[config.mk]
export PLATFORM = sky130hd
export DESIGN_NAME = multicycle_control_unit_flat
export DESIGN_NICKNAME = d
export VERILOG_FILES = /design/src/rtl/multicycle_control_unit_if.sv /design/src/rtl/multicycle_control_unit.sv /design/src/flat_wrapper.sv
export SDC_FILE = /design/constraint.sdc
export NUM_CORES = 1
export LEC_CHECK = 0
export ABC_CLOCK_PERIOD_IN_PS = 3100
export CORE_MARGIN = 5
export CORE_UTILIZATION = 41
export DETAILED_ROUTE_END_ITERATION = 10
export PLACE_DENSITY_LB_ADDON = 0.3
export RECOVER_POWER = 25
export SLEW_MARGIN = 25
export SYNTH_ARGS = -nofsm -noshare
export SYNTH_HDL_FRONTEND = slang
export SYNTH_SLANG_ARGS = --single-unit
[constraint.sdc]
create_clock -name clk -period 3.1 [get_ports clk]
set_input_delay 0.31 -clock clk [delete_from_list [all_inputs] [get_ports clk]]
set_output_delay 0.31 -clock clk [all_outputs]
set_load 0.005 [all_outputs]
[src/rtl/multicycle_control_unit_if.sv]
// Handshake and datapath-strobe bundle between the multi-cycle control unit and the rest of the core.
// The halted line only exists when CU_HALT_EN is defined.
interface multicycle_control_unit_if #(
    parameter int OP_W   = 4,
    parameter int REG_AW = 4,
    parameter int DISP_W = 8
);
    localparam int INS_W = OP_W + 3 * REG_AW;

    logic [INS_W-1:0]  ins;
    logic              ins_ack;
    logic              ins_req;
    logic              zero_flag;
    logic              mem_ack;
    logic              mem_req;
    logic [OP_W-1:0]   alu_op;
    logic [REG_AW-1:0] dest_address;
    logic [REG_AW-1:0] source_b;
    logic [REG_AW-1:0] source_a;
    logic [DISP_W-1:0] disp;
    logic              alu_enable;
    logic              reg_write;
    logic              data_write;
    logic              data_select;
    logic              pc_write;
    logic              pc_jump_select;
    logic              ins_retire;
`ifdef CU_HALT_EN
    logic              halted;

    modport master (
        input  ins, ins_ack, zero_flag, mem_ack,
        output ins_req, mem_req, alu_op, dest_address, source_b, source_a, disp,
               alu_enable, reg_write, data_write, data_select, pc_write,
               pc_jump_select, ins_retire, halted
    );

    modport slave (
        output ins, ins_ack, zero_flag, mem_ack,
        input  ins_req, mem_req, alu_op, dest_address, source_b, source_a, disp,
               alu_enable, reg_write, data_write, data_select, pc_write,
               pc_jump_select, ins_retire, halted
    );
`else
    modport master (
        input  ins, ins_ack, zero_flag, mem_ack,
        output ins_req, mem_req, alu_op, dest_address, source_b, source_a, disp,
               alu_enable, reg_write, data_write, data_select, pc_write,
               pc_jump_select, ins_retire
    );

    modport slave (
        output ins, ins_ack, zero_flag, mem_ack,
        input  ins_req, mem_req, alu_op, dest_address, source_b, source_a, disp,
               alu_enable, reg_write, data_write, data_select, pc_write,
               pc_jump_select, ins_retire
    );
`endif
endinterface

[src/rtl/multicycle_control_unit.sv]
// Multi-cycle FETCH/DECODE/EXEC/MEM/WB sequencer for the register CPU, with wait-stated memories.
// Optional feature: define CU_HALT_EN to make opcode F a terminal HALT instead of a NOP.
module multicycle_control_unit #(
    parameter int OP_W   = 4,
    parameter int REG_AW = 4,
    parameter int DISP_W = 8
) (
    input logic                       clk,
    input logic                       rst_n,
    multicycle_control_unit_if.master bus
);
    localparam int INS_W = OP_W + 3 * REG_AW;

    localparam logic [OP_W-1:0] OP_ALU_LAST = OP_W'(3);
    localparam logic [OP_W-1:0] OP_BRANCH   = OP_W'(4);
    localparam logic [OP_W-1:0] OP_LOAD     = OP_W'(5);
    localparam logic [OP_W-1:0] OP_STORE    = OP_W'(6);

    if (DISP_W != 2 * REG_AW) begin : g_bad_disp
        $error("DISP_W must equal 2*REG_AW");
    end
    if (OP_W < 3) begin : g_bad_op
        $error("OP_W must be at least 3 to encode the load/store/branch opcodes");
    end

    typedef enum logic [2:0] {
        S_FETCH,
        S_DECODE,
        S_EXEC,
        S_MEM,
        S_WB
`ifdef CU_HALT_EN
        , S_HALT
`endif
    } state_t;

    state_t            state;
    state_t            next_state;
    logic [INS_W-1:0]  ir;
    logic              z_reg;

    logic [OP_W-1:0]   opcode;
    logic              is_alu;
    logic              is_branch;
    logic              is_load;
    logic              is_store;
    logic              is_halt;

    logic              ins_req_d;
    logic              mem_req_d;
    logic              alu_enable_d;
    logic              reg_write_d;
    logic              data_write_d;
    logic              data_select_d;
    logic              pc_write_d;
    logic              pc_jump_select_d;
    logic              ins_retire_d;
    logic              halted_d;

    assign opcode    = ir[INS_W-1 -: OP_W];
    assign is_alu    = (opcode <= OP_ALU_LAST);
    assign is_branch = (opcode == OP_BRANCH);
    assign is_load   = (opcode == OP_LOAD);
    assign is_store  = (opcode == OP_STORE);
`ifdef CU_HALT_EN
    assign is_halt   = (opcode == {OP_W{1'b1}});
`else
    assign is_halt   = 1'b0;
`endif

    // IR only moves on an acked fetch; the flag only on an ALU execute, so branches reuse it.
    always_ff @(posedge clk or negedge rst_n) begin
        if (!rst_n) begin
            state <= S_FETCH;
            ir    <= '0;
            z_reg <= 1'b0;
        end else begin
            state <= next_state;
            if (state == S_FETCH && bus.ins_ack) begin
                ir <= bus.ins;
            end
            if (state == S_EXEC && is_alu) begin
                z_reg <= bus.zero_flag;
            end
        end
    end

    always_comb begin
        next_state       = state;
        ins_req_d        = 1'b0;
        mem_req_d        = 1'b0;
        alu_enable_d     = 1'b0;
        reg_write_d      = 1'b0;
        data_write_d     = 1'b0;
        data_select_d    = 1'b0;
        pc_write_d       = 1'b0;
        pc_jump_select_d = 1'b0;
        ins_retire_d     = 1'b0;
        halted_d         = 1'b0;

        case (state)
            S_FETCH: begin
                ins_req_d = 1'b1;
                if (bus.ins_ack) begin
                    next_state = S_DECODE;
                end
            end
            S_DECODE: begin
                if (is_alu || is_branch) begin
                    next_state = S_EXEC;
                end else if (is_load || is_store) begin
                    next_state = S_MEM;
`ifdef CU_HALT_EN
                end else if (is_halt) begin
                    next_state = S_HALT;
`endif
                end else begin
                    pc_write_d   = 1'b1;
                    ins_retire_d = 1'b1;
                    next_state   = S_FETCH;
                end
            end
            S_EXEC: begin
                if (is_alu) begin
                    alu_enable_d = 1'b1;
                    next_state   = S_WB;
                end else if (is_branch) begin
                    pc_write_d       = 1'b1;
                    pc_jump_select_d = z_reg;
                    ins_retire_d     = 1'b1;
                    next_state       = S_FETCH;
                end else begin
                    next_state = S_FETCH;
                end
            end
            S_MEM: begin
                mem_req_d     = 1'b1;
                data_write_d  = is_store;
                data_select_d = is_load;
                if (bus.mem_ack) begin
                    next_state = S_WB;
                end
            end
            S_WB: begin
                pc_write_d    = 1'b1;
                ins_retire_d  = 1'b1;
                reg_write_d   = is_alu || is_load;
                data_select_d = is_load;
                next_state    = S_FETCH;
            end
`ifdef CU_HALT_EN
            S_HALT: begin
                halted_d = 1'b1;
            end
`endif
            default: begin
                next_state = S_FETCH;
            end
        endcase
    end

    // Reset forces FETCH, so ins_req is the only strobe that needs explicit gating.
    assign bus.ins_req        = ins_req_d & rst_n;
    assign bus.mem_req        = mem_req_d;
    assign bus.alu_enable     = alu_enable_d;
    assign bus.reg_write      = reg_write_d;
    assign bus.data_write     = data_write_d;
    assign bus.data_select    = data_select_d;
    assign bus.pc_write       = pc_write_d;
    assign bus.pc_jump_select = pc_jump_select_d;
    assign bus.ins_retire     = ins_retire_d;
`ifdef CU_HALT_EN
    assign bus.halted         = halted_d;
`endif

    assign bus.alu_op       = opcode;
    assign bus.dest_address = ir[INS_W-OP_W-1 -: REG_AW];
    assign bus.source_b     = ir[INS_W-OP_W-REG_AW-1 -: REG_AW];
    assign bus.source_a     = ir[REG_AW-1:0];
    assign bus.disp         = ir[DISP_W-1:0];

    logic unused_halt;
    assign unused_halt = is_halt ^ halted_d;
endmodule

[src/flat_wrapper.sv]
// flat-port wrapper written by rule: the top's interface ports become plain ports
module multicycle_control_unit_flat 
#(
    parameter int OP_W   = 4,
    parameter int REG_AW = 4,
    parameter int DISP_W = 8
)
  (clk, rst_n, bus_ins, bus_ins_ack, bus_zero_flag, bus_mem_ack, bus_ins_req, bus_mem_req, bus_alu_op, bus_dest_address, bus_source_b, bus_source_a, bus_disp, bus_alu_enable, bus_reg_write, bus_data_write, bus_data_select, bus_pc_write, bus_pc_jump_select, bus_ins_retire);
  multicycle_control_unit_if #(.OP_W(OP_W), .REG_AW(REG_AW), .DISP_W(DISP_W)) bus_i ();
  input logic clk;
  input logic rst_n;
  input wire logic [$bits(bus_i.ins)-1:0] bus_ins;
  input wire logic [$bits(bus_i.ins_ack)-1:0] bus_ins_ack;
  input wire logic [$bits(bus_i.zero_flag)-1:0] bus_zero_flag;
  input wire logic [$bits(bus_i.mem_ack)-1:0] bus_mem_ack;
  output wire logic [$bits(bus_i.ins_req)-1:0] bus_ins_req;
  output wire logic [$bits(bus_i.mem_req)-1:0] bus_mem_req;
  output wire logic [$bits(bus_i.alu_op)-1:0] bus_alu_op;
  output wire logic [$bits(bus_i.dest_address)-1:0] bus_dest_address;
  output wire logic [$bits(bus_i.source_b)-1:0] bus_source_b;
  output wire logic [$bits(bus_i.source_a)-1:0] bus_source_a;
  output wire logic [$bits(bus_i.disp)-1:0] bus_disp;
  output wire logic [$bits(bus_i.alu_enable)-1:0] bus_alu_enable;
  output wire logic [$bits(bus_i.reg_write)-1:0] bus_reg_write;
  output wire logic [$bits(bus_i.data_write)-1:0] bus_data_write;
  output wire logic [$bits(bus_i.data_select)-1:0] bus_data_select;
  output wire logic [$bits(bus_i.pc_write)-1:0] bus_pc_write;
  output wire logic [$bits(bus_i.pc_jump_select)-1:0] bus_pc_jump_select;
  output wire logic [$bits(bus_i.ins_retire)-1:0] bus_ins_retire;
  assign bus_i.ins = bus_ins;
  assign bus_i.ins_ack = bus_ins_ack;
  assign bus_i.zero_flag = bus_zero_flag;
  assign bus_i.mem_ack = bus_mem_ack;
  assign bus_ins_req = bus_i.ins_req;
  assign bus_mem_req = bus_i.mem_req;
  assign bus_alu_op = bus_i.alu_op;
  assign bus_dest_address = bus_i.dest_address;
  assign bus_source_b = bus_i.source_b;
  assign bus_source_a = bus_i.source_a;
  assign bus_disp = bus_i.disp;
  assign bus_alu_enable = bus_i.alu_enable;
  assign bus_reg_write = bus_i.reg_write;
  assign bus_data_write = bus_i.data_write;
  assign bus_data_select = bus_i.data_select;
  assign bus_pc_write = bus_i.pc_write;
  assign bus_pc_jump_select = bus_i.pc_jump_select;
  assign bus_ins_retire = bus_i.ins_retire;
  multicycle_control_unit #(.OP_W(OP_W), .REG_AW(REG_AW), .DISP_W(DISP_W)) u_core (.clk(clk), .rst_n(rst_n), .bus(bus_i));
endmodule
Yosys cells after proc, flatten, opt, wreduce, memory -nomap -nowiden

Cells that the tools add are included.
Widths: inputs -> output; s select.

Eq/ne operators: 9
Magnitude comparators: 1
Mux-type cells: 21
Bitwise logic cells: 1
Reductions and logical operators: 8

Operator list:

| operator           | number |
|---|---|
| $mux 1             | 14 |
| $eq 4x3->1 const B | 3 |
| $mux 3             | 4 |
| $pmux 3 s4         | 1 |
| $eq 3x2->1 const B | 2 |
| $le 4x2->1 const B | 1 |
| $ne 2x2->1 const B | 2 |
| $eq 3x1->1 const B | 1 |
| $eq 3x3->1 const B | 1 |
| $logic_not 3->1    | 1 |
| $logic_or 1x1->1   | 3 |
| $pmux 1 s3         | 1 |
| $logic_and 1x1->1  | 2 |
| $mux 2             | 1 |
| $reduce_and 2->1   | 1 |
| $reduce_or 2->1    | 1 |
| $and 1x1->1        | 1 |

Bits in registers: 20
Word-level logic and storage cells: 43
Input port bits: 21

Depth between registers and ports, before layout

Gate-level depths: netlist (run 1).

Depth in word-level cells: 5
Depth in mapped cells: 6
Depth with buffers taken out: 3

Least setup slack after synthesis (run 1)

No wires, ideal clock.

Path kind: reg2out
Start point: register u_core.state[0]
End point: output bus_pc_write
Buffers on the path: 1
Slack: 1.196 ns
Data arrival time: 1.594 ns
Data required time: 2.790 ns
Cell stages (with the launch flop): 5
Cell sequence: dfrtp_1 or3b_4 or4_4 o311ai_1 buf_4

Longest elaborated chain between the ends: 2
Elaborated cells between the ends (all ways): 4

RTL lines:

| what                                     | line                          | RTL |
|---|---|---|
| from (decl)                              | multicycle_control_unit.sv:37 | `state_t state;` |
| from (signal assigned)                   | multicycle_control_unit.sv:78 | `state <= next_state;` |
| $eq 3x3->1, or another cell as far along | n/a                           |  |
| $pmux 1 s3 *                             | n/a                           |  |
| to (decl)                                | flat_wrapper.sv:27            | `output wire logic [$bits(bus_i.pc_write)-1:0] bus_pc_write;` |

Every way passes the cells marked *; elsewhere a longest branch is shown, timed or not.

Worst setup path after layout (run 1)

Start point: register u_core.state[1]
End point: output bus_ins_retire

Longest elaborated chain between the ends: 2
Elaborated cells between the ends (all ways): 4

RTL lines:

| what                                     | line                           | RTL |
|---|---|---|
| $eq 3x3->1, or another cell as far along | multicycle_control_unit.sv:101 | `case (state)` |
| $pmux 1 s3 *                             | multicycle_control_unit.sv:101 |  |
| to (decl)                                | flat_wrapper.sv:29             | `output wire logic [$bits(bus_i.ins_retire)-1:0] bus_ins_retire;` |

Marked as above.

==> results of run 1 <==
-- report_power, final --
part / total (W) / internal, W / leakage [nW] / switching, W
logic: 0.000727 / 0.000495 / 0.347 / 0.000232
clock network: 0.000157 / 0.0000717 / 0.0210 / 0.0000853
registers: 0.000522 / 0.000390 / 0.239 / 0.000131
-- stage by stage --
step | hold slack [ns] | area (µm²) | cells | util (%) | total power, W
floorplan | 0.0144 | 978 | 78 | - | 0.000893
global placement | 0.467 | 1460 | 148 | 64.8 | 0.00124
detailed placement | 0.478 | 1460 | 148 | 64.8 | 0.00127
CTS | 0.422 | 1500 | 152 | 66.4 | 0.00143
global route | 0.535 | 1490 | 152 | 66.2 | 0.00150
finish | 0.505 | 1490 | 152 | 66.2 | 0.00141
-- cells in the mapped netlist --
master	instances	area [µm²]
mux2i_1	1	10.0
buf_2	1	5.00
nor2_2	1	6.26
nor2_1	2	7.51
nor3_2	1	10.0
or4_4	1	11.3
nor4b_1	1	8.76
or4b_1	1	10.0
buf_4	10	75.1
xnor2_1	1	8.76
mux2_1	11	124
a21o_1	1	7.51
nand3_1	1	5.00
nor3_1	1	5.00
nand2b_1	3	18.8
or3b_4	1	11.3
and2_1	2	12.5
nand2_1	2	7.51
o311ai_1	1	8.76
nand3b_1	1	7.51
a31oi_1	2	12.5
buf_6	1	11.3
dfrtp_1	20	500
mux2_2	6	67.6
inv_1	3	11.3
a211oi_1	2	15.0
-- placed cells by master, fill, tap and decap left out, drive strengths merged --
master | synthesis | routed
a31oi | 2 | 2
inv | 3 | 3
clkbuf | 0 | 5
nand2 | 2 | 2
and2 | 2 | 2
o311ai | 1 | 1
nand2b | 3 | 3
nand3 | 1 | 1
dlygate4sd3 | 0 | 1
or4b | 1 | 1
nor3 | 2 | 2
or4 | 1 | 1
a21o | 1 | 1
or3b | 1 | 1
mux2 | 17 | 17
dfrtp | 20 | 20
xnor2 | 1 | 1
nor2 | 3 | 3
a211oi | 2 | 2
nor4b | 1 | 1
clkdlybuf4s50 | 0 | 52
mux2i | 1 | 1
nand3b | 1 | 1
-- worst max-delay path: cells and delay by family, from the launching register on --
kind | cells | cell delay (ns)
and+or+nand+nor | 2 | 0.92
buffers and inverters | 1 | 0.56
DFF | 1 | 0.49
AOI/OAI and AO/OA | 1 | 0.10
-- logic make-up (layout without fill, tap and decap cells) --
| family | Yosys count | in the layout | synth area share, % |
|---|---|---|---|
| xor+xnor | 1 | 1 | 0.895 |
| mux | 18 | 18 | 20.6 |
| compound gates | 6 | 6 | 4.48 |
| simple gates | 18 | 18 | 12.4 |
| flops | 20 | 20 | 51.2 |
| buf+inv | 15 | 61 | 10.5 |
-- routing by layer --
metal  routed length [µm]  vias up
li1                     -      358
met1                  903      359
met3                  185        2
met2                 1180       27
met5                    0        -
met4                   11        0
-- path summary, 6_finish.rpt --
| kind | start | endpoint | cells past startpoint |
|---|---|---|---|
| worst min-delay path | u_core.ir[9]$_DFFE_PN0P_ | u_core.ir[9]$_DFFE_PN0P_ | 1 |
| worst max-delay path | u_core.state[1]$_DFFE_PN0P_ | bus_ins_retire | 4 |
| worst min register to register | u_core.ir[9]$_DFFE_PN0P_ | u_core.ir[9]$_DFFE_PN0P_ | 1 |
| min in group asynchronous | rst_n | u_core.ir[14]$_DFFE_PN0P_ | 2 |
| max in group asynchronous | rst_n | u_core.ir[5]$_DFFE_PN0P_ | 2 |
| worst max register to register | u_core.state[1]$_DFFE_PN0P_ | u_core.ir[3]$_DFFE_PN0P_ | 3 |
-- area by class of cell --
type,count,area [µm²],area share (%)
timing repair buffer,54,534,35.8
inverter,3,11.3,0.754
clock buffer,4,36.3,2.43
tap,28,35.0,2.35
sequential,20,500,33.5
multi-input combinational,43,375,25.1
==> results.yml, run 1 <==
cts:
  cts_setup_buffers: 0
  htree_levels: 1
  cts_tree: "yes"
  path_clk_slew_ns: 0.12
  cts_resized: 0
  cts_made_buffers: 3
  holdBufCountCts: 0
  ctsLongestPathBuffers: 2
  clock_latency_ns: 0.30
  clock-sinks: 20
  cts_root_buffer: "clkbuf_4"
critical_path:
  reg2reg_slack_ns: 1.27
  crit_chain: "or3b_4 > or4_4 > o311ai_1 > clkdlybuf4s50_1"
  endpoint_kind: "primary output"
  setup.worst_path.start_class: "flip-flop"
  required_ns: 2.79
  crit_slowest_cell: "clkdlybuf4s50_1"
  worstSetupPathType: "reg -> out"
  cp.arrival_ns: 2.37
  max_stage_delay_ns: 0.56
  critical_path.max_fanout: 8
logic_synthesis:
  yosysWarnings: 0
  avgSynthCellArea_um2: 12.5
  synth_nets: 99
  ys_seq_area_share_pct: 51.2
  ys_ff_latch: 20
  netlist_area_um2: 978
  synth.distinct_cells: 26
  syn_inst: 78
route:
  drc_errors: 0
  drtPass1Iterations: 4
  ant_nets: 0
  drtIter0Drc: 6
  wl_per_cell_um: 15.0
  vias: 746
  wl_um: 2280
  vias_per_cell: 4.91
placed_design:
  pre_cts_ws_ns: 0.766
  gp_congestion: 0.847
  dp_hpwl_um: 1810
  io_buffers: 53
final_layout:
  synthToLayoutAreaGrowth_pct: 52.6
  drive_gt1_share_pct: 11.3
  largest_register_ffs: 16
  fillers: 198
  fin_nets: 146
  diodes: 0
grt:
  grt_util_met1_pct: 15.1
  overflow: 0
  grt_pass1_vias: 800
  antenna_found_initial: 0
  grt_use_total_pct: 13.7
  grt_max_degree: 21
  grt_pass1_wl_um: 3630
  use_met2_pct: 23.2
  gr-usage-met3_pct: 5.04
  grt.busiest_layer: "met2"
floorplanning:
  io_pins: 54
  dieHeight_um: 58.9
  core_um2: 2250
  die_area_um2: 3460
  rows: 17
  die_x_um: 58.9
  initial_utilization_pct: 43.4
pwr:
  power.leakage_nw: 0.607
  powerDensity_nw_per_um2: 941
  vdd.ir_drop.worst_mv: 0.575
sta:
  clock_skew_ns: 0.00103
  slew_viol_final: 0
  setup_ws_ns: 0.420
  layout_min_cycle_time_ns: 2.68
  setup-tns-final_ns: 0
  relSlewSlack_pct: 29.7
  setup_viol_count_final: 0
  tightest_slew_ns: 1.06
  clock.fmax_mhz: 373
  rsz0062_at_grt: "no"
  finalCritPeriodShare_pct: 86.5
  hold_viol: 0
flow_run:
  cap_violations: 0
min_path:
  hold_path_class: "reg -> reg"
run_status:
  status: "completed"
(Power assumes the default switching activity.)
==> run 2: changes to the inputs <==
Settings changed: ABC_CLOCK_PERIOD_IN_PS 3100 to 2800, CORE_UTILIZATION 41 to 38.
Clock period 3.1 ns to 2.8 ns, I/O delays scaled along.
==> run 2 against run 1 <==
- total power increased by 15%
- cell area rose by 1.3%
- clock skew grew 0.0090 ns
- non-clock buffer count did not move
- setup slack got worse by 0.28 ns
- sequential share of layout area is 0.42 points lower
- register-to-register slack got worse by 0.33 ns
- critical path type unchanged
- critical endpoint is now bus_pc_write
==> results.yml, run 2 (same netlist as run 1, synthesis figures left out) <==
floorplanning:
  initial_utilization_pct: 39.5
  die_area_um2: 3690
  rows: 18
  dieHeight_um: 60.7
  io_pins: 54
  die_x_um: 60.7
  core_um2: 2480
route:
  drc_errors: 0
  drtIter0Drc: 18
  vias_per_cell: 5.02
  vias: 773
  drtPass1Iterations: 4
  wl_um: 2180
  ant_nets: 0
  wl_per_cell_um: 14.1
final_layout:
  synthToLayoutAreaGrowth_pct: 54.5
  layout_common_cells: "clkdlybuf4s50_1 (52), dfrtp_1 (20), mux2_1 (11), mux2_2 (6)"
  multiInputGateArea_um2: 375
  layout_commonest_cell: "clkdlybuf4s50_1"
  instances_no_fill: 154
  fillers: 223
  largest_register_ffs: 16
  diodes: 0
  regArea_um2: 500
  fin_nets: 146
  drive_gt1_share_pct: 11.3
cts:
  path_clk_slew_ns: 0.12
  cts_made_buffers: 3
  ctsLongestPathBuffers: 2
  cts_resized: 0
  clock-sinks: 20
  clock_latency_ns: 0.30
  cts_setup_buffers: 0
  holdBufCountCts: 0
  htree_levels: 1
  cts_tree: "yes"
  cts_root_buffer: "clkbuf_4"
sta:
  layout_min_cycle_time_ns: 2.66
  clock_skew_ns: 0.0101
  clock.fmax_mhz: 376
  setup-tns-final_ns: 0
  setup_viol_count_final: 0
  rsz0062_at_grt: "no"
  fin_hold_ws_ns: 0.498
  finalCritPeriodShare_pct: 95.0
  tightest_slew_ns: 1.07
  setup_ws_ns: 0.139
  relSlewSlack_pct: 28.6
  hold_viol: 0
  slew_viol_final: 0
flow_run:
  cap_violations: 0
grt:
  grt_max_degree: 21
  antenna_found_initial: 0
  overflow: 0
  grt_pass1_vias: 813
  grt_use_total_pct: 12.9
  grt_pass1_wl_um: 3510
critical_path:
  max_stage_delay_ns: 0.57
  critPathBufInv: 1
  crit_family: "simple AND/OR/NAND/NOR gates"
  cp.arrival_ns: 2.38
  path_depth: 4
  required_ns: 2.52
  worstSetupPathType: "reg -> out"
  setup.worst_path.start_class: "flip-flop"
  critical_path.max_fanout: 8
  crit_chain: "or3b_4 > or4_4 > o311ai_1 > clkdlybuf4s50_1"
  crit_slowest_cell: "clkdlybuf4s50_1"
  endpoint_kind: "primary output"
  r2r_cells: 3
pwr:
  powerDensity_nw_per_um2: 1070
  vdd.ir_drop.worst_mv: 0.728
  totalPowerFinal_w: 0.00161
  power.leakage_nw: 0.614
placed_design:
  pre_cts_ws_ns: 0.471
  io_buffers: 53
  dp_hpwl_um: 1740
  gp_congestion: 0.840
  dp_cells: 150
min_path:
  worstHoldPathCells: 1
  hold_path_class: "reg -> reg"
run_status:
  status: "completed"
[run 2: per-layer routing]
| metal | global-route usage (%) | routed length (µm) |
|---|---|---|
| met1 | 14.4 | 810 |
| met2 | 22.0 | 1090 |
| met3 | 5.53 | 258 |
| met4 | 4.33 | 16 |
| met5 | 0 | 0 |
[run 2: cell type report]
cell class / instances / share of cell area [%]
timing repair buffer: 54 / 35.3
tap: 30 / 2.48
multi-input combinational: 43 / 24.8
inverter: 3 / 0.745
sequential: 20 / 33.1
clock buffer: 3 / 1.49
clock inverter: 1 / 1.99
[run 2: final timing paths]
| kind | start | to | slack [ns] |
|---|---|---|---|
| setup / recovery | u_core.state[1]$_DFFE_PN0P_ | bus_pc_write | 0.14 |
| hold / removal | u_core.ir[9]$_DFFE_PN0P_ | u_core.ir[9]$_DFFE_PN0P_ | 0.50 |
| setup reg to reg | u_core.state[0]$_DFFE_PN0P_ | u_core.ir[6]$_DFFE_PN0P_ | 0.94 |
| hold reg to reg | u_core.ir[9]$_DFFE_PN0P_ | u_core.ir[9]$_DFFE_PN0P_ | 0.50 |
| max in group asynchronous | rst_n | u_core.ir[1]$_DFFE_PN0P_ | 1.43 |
| min in group asynchronous | rst_n | u_core.state[0]$_DFFE_PN0P_ | 0.72 |
[run 2: metrics by stage]
step                utilization, %  instance area, µm²
finish                        61.0                1510
global route                  61.0                1510
detailed placement            59.0                1460
CTS                           61.2                1520
global placement              59.0                1460
floorplan                        -                 978
[run 2: report_power, final]
part           total (W)  switching (W)  internal [W]
logic           0.000800       0.000253      0.000548
registers       0.000579       0.000147      0.000432
clock network   0.000232      0.0000876      0.000145
[run 2: worst register-to-register path, cell delays in order (launching register included)]
cell and delay [ns]:
dfrtp_1 0.46, nor3_1 0.27, and2_1 0.63, mux2_2 0.41
